<file path="config.mk">
export PLATFORM = sky130hd
export DESIGN_NAME = instr_fetch_unit
export DESIGN_NICKNAME = d
export VERILOG_FILES = /design/src/rtl/instr_fetch_unit.sv
export SDC_FILE = /design/constraint.sdc
export NUM_CORES = 1
export LEC_CHECK = 0
export ABC_AREA = 1
export CELL_PAD_IN_SITES_DETAIL_PLACEMENT = 1
export CELL_PAD_IN_SITES_GLOBAL_PLACEMENT = 1
export CORE_MARGIN = 8
export CORE_UTILIZATION = 30
export DETAILED_ROUTE_END_ITERATION = 8
export GPL_TIMING_DRIVEN = 0
export PLACE_DENSITY = 0.82
export SLEW_MARGIN = 30
export SYNTH_ARGS = -nofsm -noshare
export SYNTH_HDL_FRONTEND = slang
export SYNTH_SLANG_ARGS = --single-unit
export TNS_END_PERCENT = 5
</file>
<file path="constraint.sdc">
create_clock -name clk -period 1.5 [get_ports clk]
set_input_delay 0.225 -clock clk [delete_from_list [all_inputs] [get_ports clk]]
set_output_delay 0.225 -clock clk [all_outputs]
set_load 0.05 [all_outputs]
</file>
<file path="src/rtl/instr_fetch_unit.sv">
// Instruction fetch front end: walks the PC through a synchronous-read imem and
// hands each word to execute over valid/ready, honouring redirects and halt.
module instr_fetch_unit #(
  parameter int unsigned           ADDR_WIDTH  = 8,
  parameter logic [ADDR_WIDTH-1:0] RESET_PC    = '0,
  parameter logic [4:0]            HALT_OPCODE = 5'd27
) (
  input  logic                  clk,
  input  logic                  sys_rst,
  input  logic                  start,
  output logic [ADDR_WIDTH-1:0] imem_addr,
  output logic                  imem_rd_en,
  input  logic [31:0]           imem_rdata,
  output logic [31:0]           ir,
  output logic [ADDR_WIDTH-1:0] ir_pc,
  output logic                  ir_valid,
  input  logic                  ir_ready,
  input  logic                  redirect_en,
  input  logic [ADDR_WIDTH-1:0] redirect_pc,
  output logic                  halted,
  output logic [15:0]           issue_cnt
);

  typedef enum logic [2:0] {
    S_IDLE,
    S_REQ,
    S_RESP,
    S_ISSUE,
    S_HALTED
  } state_t;

  state_t                r_state;
  logic [ADDR_WIDTH-1:0] r_pc;
  logic [31:0]           r_ir;
  logic [ADDR_WIDTH-1:0] r_ir_pc;
  logic                  r_ir_valid;
  logic                  r_halted;
  logic [15:0]           r_issue_cnt;

  logic w_hs;
  logic w_is_halt;

  assign w_hs      = (r_state == S_ISSUE) && r_ir_valid && ir_ready;
  assign w_is_halt = (r_ir[31:27] == HALT_OPCODE);

  assign imem_addr  = r_pc;
  assign imem_rd_en = (r_state == S_REQ);
  assign ir         = r_ir;
  assign ir_pc      = r_ir_pc;
  assign ir_valid   = r_ir_valid;
  assign halted     = r_halted;
  assign issue_cnt  = r_issue_cnt;

  always_ff @(posedge clk) begin
    if (sys_rst) begin
      r_state     <= S_IDLE;
      r_pc        <= RESET_PC;
      r_ir        <= '0;
      r_ir_pc     <= '0;
      r_ir_valid  <= 1'b0;
      r_halted    <= 1'b0;
      r_issue_cnt <= '0;
    end else begin
      if (w_hs) r_issue_cnt <= r_issue_cnt + 16'd1;

      unique case (r_state)
        S_IDLE: begin
          if (start) begin
            r_pc    <= RESET_PC;
            r_state <= S_REQ;
          end
        end
        S_REQ: begin
          if (redirect_en) r_pc    <= redirect_pc;
          else             r_state <= S_RESP;
        end
        S_RESP: begin
          if (redirect_en) begin
            r_pc    <= redirect_pc;
            r_state <= S_REQ;
          end else begin
            r_ir       <= imem_rdata;
            r_ir_pc    <= r_pc;
            r_pc       <= r_pc + ADDR_WIDTH'(1);
            r_ir_valid <= 1'b1;
            r_state    <= S_ISSUE;
          end
        end
        S_ISSUE: begin
          // A redirect wins over the halt opcode even when the handshake completes.
          if (redirect_en) begin
            r_pc       <= redirect_pc;
            r_ir_valid <= 1'b0;
            r_state    <= S_REQ;
          end else if (w_hs) begin
            r_ir_valid <= 1'b0;
            if (w_is_halt) begin
              r_halted <= 1'b1;
              r_state  <= S_HALTED;
            end else begin
              r_state <= S_REQ;
            end
          end
        end
        S_HALTED: begin
          if (start) begin
            r_halted <= 1'b0;
            r_state  <= S_REQ;
          end
        end
        default: r_state <= S_IDLE;
      endcase
    end
  end

endmodule

</file>
==> flow_summary.json, run 1 <==
{
  "status": "finished with violations",
  "violations": "setup timing",
  "rrSetupSlack_ns": 0.02,
  "first_pass_iters": 4,
  "clockRootBuffer": "clkbuf_8",
  "power.share.combinational_pct": 38.4,
  "num_io_pins": 112,
  "yosysSeqAreaShare_pct": 46.3,
  "synthesis.instances": 438,
  "critical_path_buf_inv_count": 2,
  "syn2layout_area_growth_pct": 54.3,
  "post_synth.cell_area_avg_um2": 6.81,
  "worst_pin_slew_ns": 0.532,
  "r2r_end": "imem_addr[4]$_SDFFE_PP0P_",
  "ys_seq_elements": 69,
  "die_w_um": 116,
  "crit_required_ns": 1.27,
  "r2r_start": "r_state[2]$_SDFFE_PP0P_",
  "rows": 36,
  "multi_input_area_um2": 1510,
  "cts-hold-fix-buffers": 0,
  "p_seq_share_pct": 34.2,
  "clkTransAtPathRegs_ns": 0.08,
  "cts.path.max_buffers": 2,
  "critPathMaxStageDelay_ns": 0.36,
  "wl_um": 11000,
  "critPathTopFamily": "flip-flops",
  "antenna_cells": 0,
  "min_to": "ir[17]$_SDFFE_PP0N_",
  "skew_ns": 0.0130,
  "min_from": "ir[17]$_SDFFE_PP0N_",
  "relSlewSlack_pct": 64.5,
  "port_buffers": 110,
  "leakage_uw": 0.00193,
  "cap_violations": 0,
  "die_h_um": 116,
  "reg2regPathDepth": 9,
  "min_period_ns": 1.52,
  "grt_pass1_wl_um": 17200,
  "cts_sinks": 69,
  "peakVddDrop_mv": 0.553,
  "critPathKind": "reg2out",
  "finalHoldViolCount": 0,
  "routed_via_density": 4.75,
  "start_util_pct": 30.7,
  "netlist_area_um2": 2980,
  "drcViolationCount": 0,
  "seqCellArea_um2": 1400,
  "drive_above_1_share_pct": 16.9,
  "syn-num-nets": 485,
  "p_int_uw": 3990,
  "switching_share_pct": 41.5,
  "crit_arrival_ns": 1.29,
  "nFillCells": 1271,
  "nets": 610,
  "h-tree-depth": 3,
  "wl_per_cell_um": 15.7,
  "place.gp.congestion": 0.835,
  "fin_area_um2": 4600,
  "yosysWarnings": 0,
  "antenna_found_initial": 0,
  "critPathMaxFanout": 4,
  "slew_viol_final": 0,
  "hpwl_um": 8210,
  "end_kind": "primary output",
  "drt_iter0_markers": 89,
  "finalWorstSetupSlack_ns": -0.0164,
  "via_count": 3331,
  "cts_buffers": 9,
  "p_per_area_nw_per_um2": 1480,
  "synthDistinctLibCells": 23,
  "min_path_cells": 2,
  "core_um2": 9730,
  "clock_latency_ns": 0.34,
  "grt_pass1_vias": 3460,
  "die_area_um2": 13400,
  "switching_power_uw": 2830,
  "pre_cts_ws_ns": -0.525,
  "crit_chain": "inv_2 -> nand2_1 -> nor2_2 -> buf_6",
  "critPathSlowestCell": "dfxtp_1",
  "fmax_mhz": 659,
  "postPlaceCellArea_um2": 4260,
  "fin_crit_sh_pct": 101,
  "clkPwrFrac_pct": 27.4,
  "grt_max_degree": 14,
  "grt-ovfl-total": 0,
  "cts_tree": "yes",
  "setup_viol": 1,
  "grtUsageTotal_pct": 16.1,
  "rsz0062_at_grt": "true",
  "ant_nets": 0,
  "start_kind": "register",
  "hold_class": "reg2reg"
}
cells in the final DEF (no fill, tap or decap), types with 2 or more instances in the layout:
master / count
a21oi_2: 2
clkbuf_2: 11
nand2_2: 6
inv_1: 28
clkinv_4: 2
o21bai_1: 2
dlygate4sd2_1: 33
nor2_4: 10
bufinv_16: 3
clkdlybuf4s50_1: 43
buf_2: 7
clkdlybuf4s15_2: 16
nand2_4: 2
inv_2: 4
buf_6: 2
nand2_1: 85
dfxtp_4: 3
nor2_1: 107
nand4_1: 3
clkbuf_8: 9
clkbuf_1: 3
dfxtp_2: 3
nor3_1: 3
nor2_2: 3
a21oi_1: 20
clkdlybuf4s15_1: 9
o21ai_1: 9
o21ai_0: 46
nand3_1: 17
buf_4: 4
dfxtp_1: 63
routing by layer:
layer / share of wire (%) / wire length [µm] / GRT usage (%)
met1: 44 / 4830 / 18.9
met2: 49 / 5400 / 28.3
met3: 4.9 / 541 / 2.97
met4: 2.0 / 215 / 6.66
met5: 0 / 0 / 0
worst max-delay path by stage:
stage                         startpoint                          to  cells after the start
2_1_floorplan  imem_addr[1]$_SDFFE_PP0P_   imem_addr[6]$_SDFFE_PP0P_                      9
3_3_place_gp                     sys_rst   issue_cnt[9]$_SDFFE_PP0P_                      6
3_5_place_dp                     sys_rst  issue_cnt[11]$_SDFFE_PP0P_                      6
4_1_cts          r_state[0]$_SDFFE_PP0P_  issue_cnt[11]$_SDFFE_PP0P_                      7
5_1_grt          r_state[2]$_SDFFE_PP0P_   imem_addr[4]$_SDFFE_PP0P_                      9
6_report         r_state[2]$_SDFFE_PP0P_                  imem_rd_en                      4
power by group through the flow:
stage	Clock, µW	Sequential (µW)	Combinational (µW)
after floorplan	0	3180	896
after CTS	1900	2330	2540
after global placement	0	2360	2590
after global routing	1980	2380	2830
after detailed placement	0	2370	2650
final	1870	2340	2620
synthesized netlist by cell type:
| master | number | area [µm²] |
|---|---|---|
| a21oi_1 | 22 | 110 |
| buf_1 | 1 | 3.75 |
| buf_2 | 4 | 20.0 |
| buf_6 | 1 | 11.3 |
| clkbuf_1 | 9 | 33.8 |
| clkbuf_2 | 1 | 5.00 |
| dfxtp_1 | 69 | 1380 |
| ha_1 | 2 | 25.0 |
| inv_1 | 29 | 109 |
| inv_2 | 3 | 11.3 |
| nand2_1 | 90 | 338 |
| nand2_2 | 3 | 18.8 |
| nand3_1 | 18 | 90.1 |
| nand4_1 | 3 | 18.8 |
| nand4_2 | 1 | 12.5 |
| nor2_1 | 115 | 432 |
| nor2_2 | 2 | 12.5 |
| nor2_4 | 3 | 33.8 |
| nor3_1 | 4 | 20.0 |
| o21ai_0 | 53 | 265 |
| o21ai_1 | 2 | 10.0 |
| o21bai_1 | 2 | 15.0 |
| or2_2 | 1 | 6.26 |
timing repair:
item | in CTS | in global routing
cloned | 0 | 0
setup endpoints to repair | 112 | 74
pin swaps | 1 | 5
resized for setup | 131 | 53
buffers inserted | 0 | 4
registers in the layout, indices dropped and copies added, names as in the netlist:
register and count:
halted 1, imem_addr 8, ir 32, ir_pc 8
ir_valid 1, issue_cnt 16, r_state 3
cells by family after synthesis:
kind of cell / after synthesis / share of synthesized area [%]
buf+inv: 48 / 6.50
fa+ha+maj: 2 / 0.839
simple gates: 240 / 32.9
flops: 69 / 46.3
compound gates: 79 / 13.4
tightest hold or removal path, stage by stage, from the launching register on:
cell	delay, ns
dfxtp_1	0.33
nor2_1	0.04
nor2_1	0.08
metrics by stage:
stage | std cells | util [%] | power, µW | hold WS (ns) | setup TNS, ns
after floorplan | 438 | - | 4070 | 0.294 | -0.671
after global placement | 681 | 43.7 | 4950 | 0.464 | -16.11
after detailed placement | 681 | 43.7 | 5020 | 0.475 | -17.50
after CTS | 697 | 46.2 | 6760 | 0.415 | -0.229
after global routing | 701 | 47.3 | 7190 | 0.509 | -2.06
final | 701 | 47.3 | 6820 | 0.479 | -0.0164
final cells by class:
type	instances	area share (%)
tap	133	3.62
clock buffer	9	2.69
timing repair buffer	114	23.4
inverter	32	2.61
clock inverter	7	2.64
sequential	69	30.3
buffer	16	1.85
multi-input combinational	321	32.9
(Power assumes the default switching activity.)
==> run 2, diff against run 1 <==
--- a/config.mk
+++ b/config.mk
@@ -6,6 +6,7 @@
 export NUM_CORES = 1
 export LEC_CHECK = 0
 export ABC_AREA = 1
+export ABC_CLOCK_PERIOD_IN_PS = 1500
 export CELL_PAD_IN_SITES_DETAIL_PLACEMENT = 1
 export CELL_PAD_IN_SITES_GLOBAL_PLACEMENT = 1
 export CORE_MARGIN = 8
@@ -13,7 +14,7 @@
 export DETAILED_ROUTE_END_ITERATION = 8
 export GPL_TIMING_DRIVEN = 0
 export PLACE_DENSITY = 0.82
-export SLEW_MARGIN = 30
+export SLEW_MARGIN = 40
 export SYNTH_ARGS = -nofsm -noshare
 export SYNTH_HDL_FRONTEND = slang
 export SYNTH_SLANG_ARGS = --single-unit
==> results of run 2 <==
No change in the layout: final DEF, timing and power equal those of run 1.
